**src/rtl/handshake_fifo_if.sv**
```systemverilog
// Handshake bundle between a DIR/ack producer, the FIFO, and a DOR/ack consumer.
// master = the producer/consumer side, slave = the FIFO side.
interface handshake_fifo_if #(
    parameter int WIDTH = 32
) ();
    logic             DIR;
    logic [WIDTH-1:0] data_in;
    logic             ack_from_fifo;
    logic             DOR;
    logic [WIDTH-1:0] data_out;
    logic             ack_to_fifo;

    modport master (
        output DIR,
        output data_in,
        output ack_to_fifo,
        input  ack_from_fifo,
        input  DOR,
        input  data_out
    );

    modport slave (
        input  DIR,
        input  data_in,
        input  ack_to_fifo,
        output ack_from_fifo,
        output DOR,
        output data_out
    );
endinterface

```
**src/rtl/handshake_fifo.sv**
```systemverilog
// Buffered DIR/ack -> DOR/ack bridge built around a small register FIFO.
// Optional macro HS_FIFO_LEVEL_EN exposes the entry count on port level.
module handshake_fifo #(
    parameter int WIDTH      = 32,
    parameter int DEPTH_LOG2 = 2
) (
    input  logic                clk,
    input  logic                reset,
    handshake_fifo_if.slave     bus
`ifdef HS_FIFO_LEVEL_EN
    ,
    output logic [DEPTH_LOG2:0] level
`endif
);
    localparam int DEPTH = 2 ** DEPTH_LOG2;
    localparam logic [DEPTH_LOG2:0] FULL_COUNT = (DEPTH_LOG2 + 1)'(DEPTH);

    logic [WIDTH-1:0]      mem [DEPTH];
    logic [DEPTH_LOG2-1:0] wr_ptr_reg;
    logic [DEPTH_LOG2-1:0] wr_ptr_next;
    logic [DEPTH_LOG2-1:0] rd_ptr_reg;
    logic [DEPTH_LOG2-1:0] rd_ptr_next;
    logic [DEPTH_LOG2:0]   count_reg;
    logic [DEPTH_LOG2:0]   count_next;
    logic                  ack_out_reg;
    logic                  ack_out_next;
    logic                  ack_in_q_reg;
    logic                  push;
    logic                  pop;
    logic                  dor;
    logic [DEPTH-1:0]      wr_en;

    // The cycle after our ack never pushes: the producer has not dropped DIR yet.
    assign push = bus.DIR && !ack_out_reg && (count_reg < FULL_COUNT);
    // Only the rising level of the consumer ack pops, and never while empty.
    assign pop  = bus.ack_to_fifo && !ack_in_q_reg && (count_reg != '0);

    genvar gi;
    generate
        for (gi = 0; gi < DEPTH; gi++) begin : g_wr_en
            assign wr_en[gi] = push && (wr_ptr_reg == DEPTH_LOG2'(gi));
        end
    endgenerate

    always_ff @(posedge clk) begin
        for (int i = 0; i < DEPTH; i++) begin
            if (wr_en[i]) begin
                mem[i] <= bus.data_in;
            end
        end
    end

    always_comb begin
        wr_ptr_next  = wr_ptr_reg;
        rd_ptr_next  = rd_ptr_reg;
        count_next   = count_reg;
        ack_out_next = push;
        if (push) begin
            wr_ptr_next = wr_ptr_reg + DEPTH_LOG2'(1);
        end
        if (pop) begin
            rd_ptr_next = rd_ptr_reg + DEPTH_LOG2'(1);
        end
        case ({push, pop})
            2'b10:   count_next = count_reg + (DEPTH_LOG2 + 1)'(1);
            2'b01:   count_next = count_reg - (DEPTH_LOG2 + 1)'(1);
            default: count_next = count_reg;
        endcase
    end

    always_ff @(posedge clk) begin
        if (reset) begin
            wr_ptr_reg   <= '0;
            rd_ptr_reg   <= '0;
            count_reg    <= '0;
            ack_out_reg  <= 1'b0;
            ack_in_q_reg <= 1'b0;
        end else begin
            wr_ptr_reg   <= wr_ptr_next;
            rd_ptr_reg   <= rd_ptr_next;
            count_reg    <= count_next;
            ack_out_reg  <= ack_out_next;
            ack_in_q_reg <= bus.ack_to_fifo;
        end
    end

    assign dor               = (count_reg != '0);
    assign bus.DOR           = dor;
    assign bus.data_out      = dor ? mem[rd_ptr_reg] : '0;
    assign bus.ack_from_fifo = ack_out_reg;

`ifdef HS_FIFO_LEVEL_EN
    assign level = count_reg;
`endif
endmodule

```
**src/flat_wrapper.sv**
```systemverilog
// flat-port wrapper written by rule: the top's interface ports become plain ports
module handshake_fifo_flat 
#(
    parameter int WIDTH      = 32,
    parameter int DEPTH_LOG2 = 2
)
  (clk, reset, bus_DIR, bus_data_in, bus_ack_to_fifo, bus_ack_from_fifo, bus_DOR, bus_data_out);
  handshake_fifo_if #(.WIDTH(WIDTH)) bus_i ();
  input  logic clk;
  input  logic reset;
  input wire logic [$bits(bus_i.DIR)-1:0] bus_DIR;
  input wire logic [$bits(bus_i.data_in)-1:0] bus_data_in;
  input wire logic [$bits(bus_i.ack_to_fifo)-1:0] bus_ack_to_fifo;
  output wire logic [$bits(bus_i.ack_from_fifo)-1:0] bus_ack_from_fifo;
  output wire logic [$bits(bus_i.DOR)-1:0] bus_DOR;
  output wire logic [$bits(bus_i.data_out)-1:0] bus_data_out;
  assign bus_i.DIR = bus_DIR;
  assign bus_i.data_in = bus_data_in;
  assign bus_i.ack_to_fifo = bus_ack_to_fifo;
  assign bus_ack_from_fifo = bus_i.ack_from_fifo;
  assign bus_DOR = bus_i.DOR;
  assign bus_data_out = bus_i.data_out;
  handshake_fifo #(.WIDTH(WIDTH), .DEPTH_LOG2(DEPTH_LOG2)) u_core (.clk(clk), .reset(reset), .bus(bus_i));
endmodule
```
**config.mk**
```make
export PLATFORM = sky130hd
export DESIGN_NAME = handshake_fifo_flat
export DESIGN_NICKNAME = d
export VERILOG_FILES = /design/src/rtl/handshake_fifo_if.sv /design/src/rtl/handshake_fifo.sv /design/src/flat_wrapper.sv
export SDC_FILE = /design/constraint.sdc
export NUM_CORES = 1
export LEC_CHECK = 0
export ABC_AREA = 1
export CORE_MARGIN = 1
export CORE_UTILIZATION = 60
export CTS_BUF_LIST = sky130_fd_sc_hd__clkbuf_8
export DETAILED_ROUTE_END_ITERATION = 8
export GPL_TIMING_DRIVEN = 0
export PLACE_DENSITY = 0.85
export SKIP_LAST_GASP = 1
export SYNTH_ARGS = -nofsm -noshare
export SYNTH_HDL_FRONTEND = slang
export SYNTH_SLANG_ARGS = --single-unit
```
**constraint.sdc**
```tcl
create_clock -name clk -period 3.8 [get_ports clk]
set_input_delay 0.76 -clock clk [delete_from_list [all_inputs] [get_ports clk]]
set_output_delay 0.76 -clock clk [all_outputs]
set_load 0.01 [all_outputs]
```
==> impl_metrics.py <==
metrics = {
    "status": {
        "status": "finished clean",
    },
    "place": {
        "dp_hpwl_mm": 7.24,
        "place_congestion": 0.724,
        "port_buffers": 69,
        "place_inst": 664,
        "place_ws_ns": 1.04,
    },
    "synth": {
        "yosys.area.top_type": "edfxtp_1",
        "yosysSeqAreaShare_pct": 72.9,
        "synth_area_leaders": "edfxtp_1 (69%), nand2_1 (9.2%), nor2_1 (5.6%), dfxtp_1 (4.0%), a21oi_1 (3.2%)",
        "ys_seq_elements": 139,
        "avgSynthCellArea_um2": 11.5,
        "syn_nets": 525,
        "synth_cell_types": 17,
        "syn_inst": 483,
        "yosysWarnings": 0,
        "synth_area_mm2": 0.00557,
        "synth_top_area_share_pct": 69.0,
    },
    "cts": {
        "clkSlewWorstSetupHoldPaths_ns": 0.07,
        "cts.sinks": 139,
        "cts_buffers": 17,
        "cts_setup_buffers": 0,
        "ctsLongestPathBuffers": 2,
        "clockRootBuffer": "clkbuf_8",
        "cts_tree": "built",
        "clk-insertion-delay-late_ns": 0.43,
        "holdBufCountCts": 0,
        "cts_resized": 0,
        "htreeDepth": 4,
    },
    "sta": {
        "setup_slack_ns": 0.742,
        "setup_viol": 0,
        "fmax_mhz": 327,
        "timing.hold.ws_ns": 0.535,
        "tightestPinTransition_ns": 0.609,
        "maxSlewHeadroom_pct": 59.4,
        "fin_crit_sh_pct": 80.5,
        "final_max_slew_viol_count": 0,
        "finClkSkew_ns": 0.00848,
        "period_needed_ns": 3.06,
        "hold_violations": 0,
        "rsz0062_at_grt": "false",
    },
    "floorplanning": {
        "die_w_um": 98.4,
        "design.portCount": 70,
        "dieArea_mm2": 0.00968,
        "core-area_mm2": 0.00885,
        "start_util_pct": 63.0,
        "fp.dieH_um": 98.4,
        "rows": 34,
    },
    "detailed_routing": {
        "wl_mm": 12.0,
        "drtPass1Iterations": 7,
        "wl_met3_um": 940,
        "met2WireLength_mm": 6.25,
        "drt_iter0_markers": 224,
        "routed_via_density": 5.48,
        "highest_layer": "met4",
        "post_drt_wl_per_cell_um": 17.3,
        "drc": 0,
        "drtAntennaViolNets": 0,
        "vias": 3813,
        "wirelength_met1_mm": 4.71,
    },
    "global_route": {
        "grt_pass1_vias": 3930,
        "antenna_found_initial": 0,
        "grt_overflow_total": 0,
        "gr-usage-all-layers_pct": 26.6,
        "grt_max_degree": 24,
        "grt_pass1_wl_mm": 18.9,
    },
    "final_layout": {
        "drive_gt1_share_pct": 9.52,
        "fin_nets": 617,
        "fin_util_pct": 78.9,
        "fill_cells": 508,
        "n_antenna_cell": 0,
        "layout_common_cells": "nand2_1 (137), edfxtp_1 (128), nor2_1 (79)",
        "largest_reg_flops": 128,
        "syn2layout_area_growth_pct": 25.3,
        "final_cells": 696,
        "mostFrequentLayoutCell": "nand2_1",
    },
    "worst_setup_path": {
        "cp-end-kind": "output port",
        "critical_path_required_ns": 3.04,
        "r2r_cells": 13,
        "crit_type": "reg -> out",
        "arrival_ns": 2.30,
        "startpoint_type": "register",
        "cp_max_fo": 10,
    },
    "power_and_ir_drop": {
        "power_density_mw_per_mm2": 667,
        "ir_worst_vdd_uv": 414,
        "power.total_w": 0.00466,
        "power_leakage_nw": 2.64,
    },
    "hold_path": {
        "min_path_type": "reg -> reg",
        "min_delay_path_depth": 2,
    },
    "job": {
        "maxCapViolCount": 0,
    },
}
## area by class of cell
type	instances	area (um2)	share of cell area, %
inverter	21	78.8	1.13
buffer	22	144	2.06
tap	108	135	1.94
timing repair buffer	73	786	11.3
clock inverter	15	225	3.23
clock buffer	17	234	3.35
multi-input combinational	301	1320	18.8
sequential	139	4060	58.2
## logic make-up after synthesis
family / count (synthesis) / share of synthesized area (%)
and+or+nand+nor: 223 / 15.1
buffers and inverters: 43 / 4.00
adders and majority gates: 6 / 1.48
DFF: 139 / 72.9
AOI/OAI and AO/OA: 72 / 6.47
## worst max-delay path, stage by stage (launching register included)
cell and delay [ns]:
dfxtp_1 0.31, inv_2 0.14, clkbuf_1 0.50, nand2_1 0.11, a21oi_1 0.23, clkdlybuf4s50_1 0.58
## worst paths after layout
| check | from | to | slack [ns] |
|---|---|---|---|
| worst max-delay path | register | bus_data_out[24] | 0.74 |
| worst min-delay path | u_core.rd_ptr_reg[0] | u_core.rd_ptr_reg[0] | 0.54 |
| worst max register to register | u_core.count_reg[2] | u_core.count_reg[2] | 1.56 |
| worst min register to register | u_core.rd_ptr_reg[0] | u_core.rd_ptr_reg[0] | 0.54 |
## report_power, final
| group | switching, W | internal, W | total [W] | leakage (nW) |
|---|---|---|---|---|
| registers | 0.0000450 | 0.00183 | 0.00187 | 1.26 |
| logic | 0.000829 | 0.000621 | 0.00145 | 1.16 |
| clock network | 0.000556 | 0.000782 | 0.00134 | 0.223 |
| total | 0.00143 | 0.00323 | 0.00466 | 2.64 |
## stage by stage
step                cell area [um2]  setup TNS [ns]
floorplan                      5570               0
global placement               6400          -49.76
detailed placement             6520               0
CTS                            6980               0
global route                   6980               0
finish                         6980               0
## Yosys cell counts
library cell and instances:
nand3_1 2, clkbuf_2 1, buf_2 6, o21ai_1 28, nand2_2 1, buf_6 7
o21ai_0 8, nor2_1 83, inv_2 2, dfxtp_1 11, edfxtp_1 128, fa_1 1
ha_1 5, a21oi_1 36, nand2_1 137, inv_1 19, clkbuf_1 8
## routing by layer
metal	vias to the layer above	GRT usage (%)
met5	-	0
met4	0	11.1
met3	12	6.44
met2	178	46.5
met1	1803	31.6
li1	1820	-
Power figures use the tool's default switching activity.
==> variant 1, RTL diff (config.mk and constraints unchanged) <==
`WIDTH` is set to 32 in 3 places; all go to 48.
--- a/src/rtl/handshake_fifo_if.sv
+++ b/src/rtl/handshake_fifo_if.sv
@@ -1,7 +1,7 @@
 // Handshake bundle between a DIR/ack producer, the FIFO, and a DOR/ack consumer.
 // master = the producer/consumer side, slave = the FIFO side.
 interface handshake_fifo_if #(
-    parameter int WIDTH = 32
+    parameter int WIDTH = 48
 ) ();
     logic             DIR;
     logic [WIDTH-1:0] data_in;
--- a/src/rtl/handshake_fifo.sv
+++ b/src/rtl/handshake_fifo.sv
@@ -1,7 +1,7 @@
 // Buffered DIR/ack -> DOR/ack bridge built around a small register FIFO.
 // Optional macro HS_FIFO_LEVEL_EN exposes the entry count on port level.
 module handshake_fifo #(
-    parameter int WIDTH      = 32,
+    parameter int WIDTH      = 48,
     parameter int DEPTH_LOG2 = 2
 ) (
     input  logic                clk,
--- a/src/flat_wrapper.sv
+++ b/src/flat_wrapper.sv
@@ -1,7 +1,7 @@
 // flat-port wrapper written by rule: the top's interface ports become plain ports
 module handshake_fifo_flat 
 #(
-    parameter int WIDTH      = 32,
+    parameter int WIDTH      = 48,
     parameter int DEPTH_LOG2 = 2
 )
   (clk, reset, bus_DIR, bus_data_in, bus_ack_to_fifo, bus_ack_from_fifo, bus_DOR, bus_data_out);
Ports: changed (resized bus_data_in and bus_data_out); port bits go from 70 to 102. No check against the original RTL was run, so the function may have changed too.
==> variant 1 against the original RTL <==
Area after synthesis increased by 46%. Power increased by 42%. Critical endpoint is now bus_data_out[45]. Sequential cell count increased by 64. Register-to-register slack improved by 0.13 ns. Cell area increased by 44%. Routed wire length increased by 58%. Worst setup slack got worse by 0.21 ns.
==> variant 1: results (changes against the original RTL) <==
- Most numerous cell types in the synthesized netlist: 201 x sky130_fd_sc_hd__nand2_1, 192 x sky130_fd_sc_hd__edfxtp_1, 115 x sky130_fd_sc_hd__nor2_1 (was 137 x sky130_fd_sc_hd__nand2_1, 128 x sky130_fd_sc_hd__edfxtp_1, 83 x sky130_fd_sc_hd__nor2_1).
- The count of flip-flops with a built-in enable after synthesis is 192 (was 128).
- The met3 track demand over resource was 4.39% (was 6.44%).
- The average wire per standard cell is 18.6 um (was 17.3 um).
- The area of combinational cells with multiple inputs came to 1850 um2 (was 1320 um2).
- The Yosys warning count is 0 (unchanged).
- The largest net degree at the start of global routing is 28 (was 24).
- The number of global-route vias before repair is 5984 (was 3930).
- The number of flip-flops in the largest register is 192 (was 128).
- The via count normalized by instance count was 5.61 (was 5.48).
- The average footprint of a synthesized cell is 11.8 um2 (was 11.5 um2).
- The worst IR drop on VDD was 0.408 mV (was 0.414 mV).
- The count of distinct cell types in the synthesized netlist came to 21 (was 17).
- The synthesized net count is 747 (was 525).
- The instance area at placement is 9490 um2 (was 6520 um2).
- The aggregate global-route resource usage was 27.2% (was 26.6%).
- The post-detailed-placement half-perimeter wirelength is 11200 um (was 7240 um).
- The wire length of the first global-routing pass is 29200 um (was 18900 um).
- The number of buffers added by the clock tree synthesis step is 30 (was 17).
- The weighted congestion reported at the end of routability-driven placement is 0.755 (was 0.724).
- The total leakage power came to 3.81 nW (was 2.64 nW).
- The quantity of gates resized following cts is 0 (unchanged).
- The net total in the final layout was 884 (was 617).
- The global routing met1 resource utilization is 32.7% (was 31.6%).
- The number of H-tree levels is 1 (was 4).
- The count of buffers from port buffering is 101 (was 69).
- The detailed-routing iteration count for the pre-antenna-repair pass is 5 (was 7).
- The fraction of layout cells with a size suffix above 1 is 9.67% (was 9.52%).
- The slew at the pin closest to its max-slew limit is 0.869 ns (was 0.609 ns).
- The critical path data arrival time is 2.51 ns (was 2.30 ns).
- The root buffer cell was sky130_fd_sc_hd__clkbuf_8 (unchanged).
- The path type of the worst min-delay path is reg2reg (unchanged).
- The count of fill cells added during filler insertion is 793 (was 508).
- Run status: complete, no violations (unchanged).
- Synth area leaders: sky130_fd_sc_hd__edfxtp_1 71%, sky130_fd_sc_hd__nand2_1 9.3%, sky130_fd_sc_hd__nor2_1 5.3%, sky130_fd_sc_hd__a21oi_1 3.0%, sky130_fd_sc_hd__o21ai_0 2.8% (was sky130_fd_sc_hd__edfxtp_1 69%, sky130_fd_sc_hd__nand2_1 9.2%, sky130_fd_sc_hd__nor2_1 5.6%, sky130_fd_sc_hd__dfxtp_1 4.0%, sky130_fd_sc_hd__a21oi_1 3.2%).
- The met2 routing resource usage after global routing was 48.1% (was 46.5%).
- The total number of vias was 5748 (was 3813).
- The sequential share of the synthesized area is 73.5% (was 72.9%).
- The count of inserted antenna diode cells came to 0 (unchanged).
- The clock skew after layout is 0.0149 ns (was 0.00848 ns).
variant 1: cell count changes after synthesis, moves of 4 or more:
cell and change:
sky130_fd_sc_hd__a21oi_1 +13, sky130_fd_sc_hd__buf_4 +4, sky130_fd_sc_hd__edfxtp_1 +64, sky130_fd_sc_hd__o21ai_0 +38, sky130_fd_sc_hd__buf_2 +6, sky130_fd_sc_hd__o21ai_1 -22
sky130_fd_sc_hd__nor2_1 +32, sky130_fd_sc_hd__nand2_1 +64
variant 1: routing by layer:
layer	share of wire, %	routed length (um)
met5	0	0
met4	3.0	565
met3	8.4	1600
met2	52	9840
met1	37	7020
variant 1: area by class of cell:
cell class	count	share of cell area, %
Buffer	36	2.56
Multi-Input combinational cell	429	18.4
Sequential cell	203	59.5
Clock inverter	23	1.49
Tap cell	176	2.19
Clock buffer	31	4.24
Inverter	21	0.833
Timing Repair Buffer	105	10.8
variant 1: path summary, 6_finish.rpt:
path / slack, ns / to / depth (start not counted) / from
worst max-delay path: 0.53 / bus_data_out[45] / 6 / flip-flop
worst min-delay path: 0.54 / u_core.wr_ptr_reg[1] / 2 / u_core.wr_ptr_reg[1]
worst max register to register: 1.69 / u_core.mem[3][19] / 4 / u_core.count_reg[2]
worst min register to register: 0.54 / u_core.wr_ptr_reg[1] / 2 / u_core.wr_ptr_reg[1]
variant 1: where the power goes:
group / switching [mW] / internal (mW) / total, mW
clock network: 0.809 / 0.893 / 1.70
logic: 1.25 / 0.917 / 2.17
registers: 0.0573 / 2.67 / 2.73
total: 2.12 / 4.48 / 6.60
variant 1: worst max-delay path: stages (launching register included):
cell and delay [ns]:
sky130_fd_sc_hd__dfxtp_1 0.32, sky130_fd_sc_hd__buf_6 0.14, sky130_fd_sc_hd__clkinv_4 0.08, sky130_fd_sc_hd__clkbuf_1 0.38, sky130_fd_sc_hd__o21ai_0 0.21, sky130_fd_sc_hd__a21oi_1 0.26
sky130_fd_sc_hd__clkdlybuf4s50_1 0.58
variant 1: logic make-up (layout without fill, tap and decap cells):
group,count (synthesis),count (layout),share of synthesized area (%)
simple gates,319,319,14.8
flops,203,203,73.5
compound gates,104,104,6.53
buf+inv,57,216,4.19
fa+ha+maj,6,6,1.01
variant 1: stage by stage:
| stage | TNS (ns) | setup WS [ns] |
|---|---|---|
| floorplan | 0 | 0.398 |
| global placement | -311.83 | -1.63 |
| detailed placement | 0 | 0.862 |
| CTS | 0 | 0.518 |
| global route | 0 | 0.455 |
| finish | 0 | 0.528 |
==> variant 2, RTL diff (config.mk and constraints unchanged) <==
Made on the original files. Make the reset (`reset`) asynchronous in one clocked block.
--- a/src/rtl/handshake_fifo.sv
+++ b/src/rtl/handshake_fifo.sv
@@ -68,7 +68,7 @@
         endcase
     end
 
-    always_ff @(posedge clk) begin
+    always_ff @(posedge clk or posedge reset) begin
         if (reset) begin
             wr_ptr_reg   <= '0;
             rd_ptr_reg   <= '0;
Behaviour: differs if reset is asserted again (counterexample within 4 cycles, from zero or initial values and one cycle with reset high); with reset held inactive, the same outputs for 10 cycles.
==> variant 2 against the original RTL <==
Die area grew 6.3%. Cell area grew 4.9%. Register-to-register slack gained 0.23 ns. Worst setup slack gained 0.053 ns. Sequential cell count shrank 2. Routed wire length grew 9.0%. Count of clock-buffer cells in the layout is the same. Clock skew grew 0.0023 ns. Combinational power grew 60%. Power grew 19%. Area after synthesis grew 6.4%. Synthesized cell count grew 17%.
==> variant 2: results (changes against the original RTL) <==
- The met2 routing resource usage after global routing is 50.4% (was 46.5%).
- The wire length on met2 came to 6940 um (was 6250 um).
- The destination of the worst register-to-register timing path is u_core.count_reg[2] (unchanged).
- The clock skew after layout came to 0.0108 ns (was 0.00848 ns).
- The internal reg-to-reg setup slack is 1.79 ns (was 1.56 ns).
- The fraction of layout cells with a size suffix above 1 is 11.5% (was 9.52%).
- The clock sink count is 137 (was 139).
- The depth of the worst hold-timing path was 1 (was 2).
- The timing endpoint of the critical path is bus_data_out[31] (was bus_data_out[24]).
- The detailed-routing iteration count for the pre-antenna-repair pass is 5 (was 7).
- The weighted congestion reported at the end of routability-driven placement came to 0.773 (was 0.724).
- The area of all sequential standard cells came to 4070 um2 (was 4060 um2).
- The worst IR drop on VDD is 0.471 mV (was 0.414 mV).
- The post-route worst hold slack is 0.514 ns (was 0.535 ns).
- The buffering overhead is 12.6% (was 13.3%).
- The slew at the pin closest to its max-slew limit was 0.588 ns (was 0.609 ns).
- The number of multi-input logic gates is 257 (was 301).
- The sum of met3 wire segment lengths after detailed routing is 979 um (was 940 um).
- The origin of the critical flop-to-flop path is u_core.count_reg[2] (unchanged).
- The average wire per standard cell is 16.4 um (was 17.3 um).
- The count of fill cells added during filler insertion was 580 (was 508).
- Most numerous cell types in the synthesized netlist: 140 x sky130_fd_sc_hd__nand2_1, 128 x sky130_fd_sc_hd__edfxtp_1, 107 x sky130_fd_sc_hd__inv_1 (was 137 x sky130_fd_sc_hd__nand2_1, 128 x sky130_fd_sc_hd__edfxtp_1, 83 x sky130_fd_sc_hd__nor2_1).
- The post-detailed-placement half-perimeter wirelength is 8260 um (was 7240 um).
- The count of distinct cell types in the synthesized netlist came to 20 (was 17).
- The cell count of the worst reg-to-reg path is 9 (was 13).
- The final-layout clock-cell area share is 5.72% (was 6.58%).
- The sum of routed wire segments on met1 came to 4860 um (was 4710 um).
- The global routing met1 resource utilization is 32.8% (was 31.6%).
- The critical path data arrival time is 2.25 ns (was 2.30 ns).
- The aggregate global-route resource usage is 28.4% (was 26.6%).
- The synthesized net count was 607 (was 525).
- The number of global-route vias before repair is 4378 (was 3930).
- The combinational-cell power consumption is 2.32 mW (was 1.45 mW).
- Run status: complete, no violations (unchanged).
- The total leakage power is 3.13 nW (was 2.64 nW).
- Synth area leaders: sky130_fd_sc_hd__edfxtp_1 65%, sky130_fd_sc_hd__nand2_1 8.9%, sky130_fd_sc_hd__inv_1 6.8%, sky130_fd_sc_hd__nand3_1 5.6%, sky130_fd_sc_hd__dfrtp_1 3.8% (was sky130_fd_sc_hd__edfxtp_1 69%, sky130_fd_sc_hd__nand2_1 9.2%, sky130_fd_sc_hd__nor2_1 5.6%, sky130_fd_sc_hd__dfxtp_1 4.0%, sky130_fd_sc_hd__a21oi_1 3.2%).
- The cell internal power dissipation is 3.59 mW (was 3.23 mW).
- The wire length of the first global-routing pass is 20700 um (was 18900 um).
- The instance area at placement is 6910 um2 (was 6520 um2).
- The sequential share of the synthesized area is 68.6% (was 72.9%).
- The part of the power in registers is 35.6% (was 40.2%).
- The total power divided by cell area is 757 nW/um2 (was 667 nW/um2).
[variant 2: cell types whose count changed in the layout (fill, tap and decap cells not counted), moves of 11 or more]
cell	before	now
sky130_fd_sc_hd__clkinv_1	0	21
sky130_fd_sc_hd__dfxtp_1	11	0
sky130_fd_sc_hd__nand3_1	2	66
sky130_fd_sc_hd__inv_2	2	17
sky130_fd_sc_hd__nor2_1	79	2
sky130_fd_sc_hd__o21ai_1	28	3
sky130_fd_sc_hd__inv_1	20	110
[variant 2: cells by family (layout without fill, tap and decap cells)]
kind of cell    after synthesis  in the layout  synth area share (%)
compound gates               35             35                  2.95
xor+xnor                      3              3                 0.443
fa+ha+maj                     6              6                  1.39
buf+inv                     171            276                  11.7
flops                       137            137                  68.6
simple gates                213            213                  14.9
[variant 2: through the flow]
step	instances	utilization (%)	TNS, ns	setup WS (ns)
CTS	799	77.8	0	0.810
floorplan	565	-	0	1.09
global placement	763	72.0	-50.82	-0.451
finish	799	77.8	0	0.795
global route	799	77.8	0	0.653
detailed placement	767	73.4	0	1.10
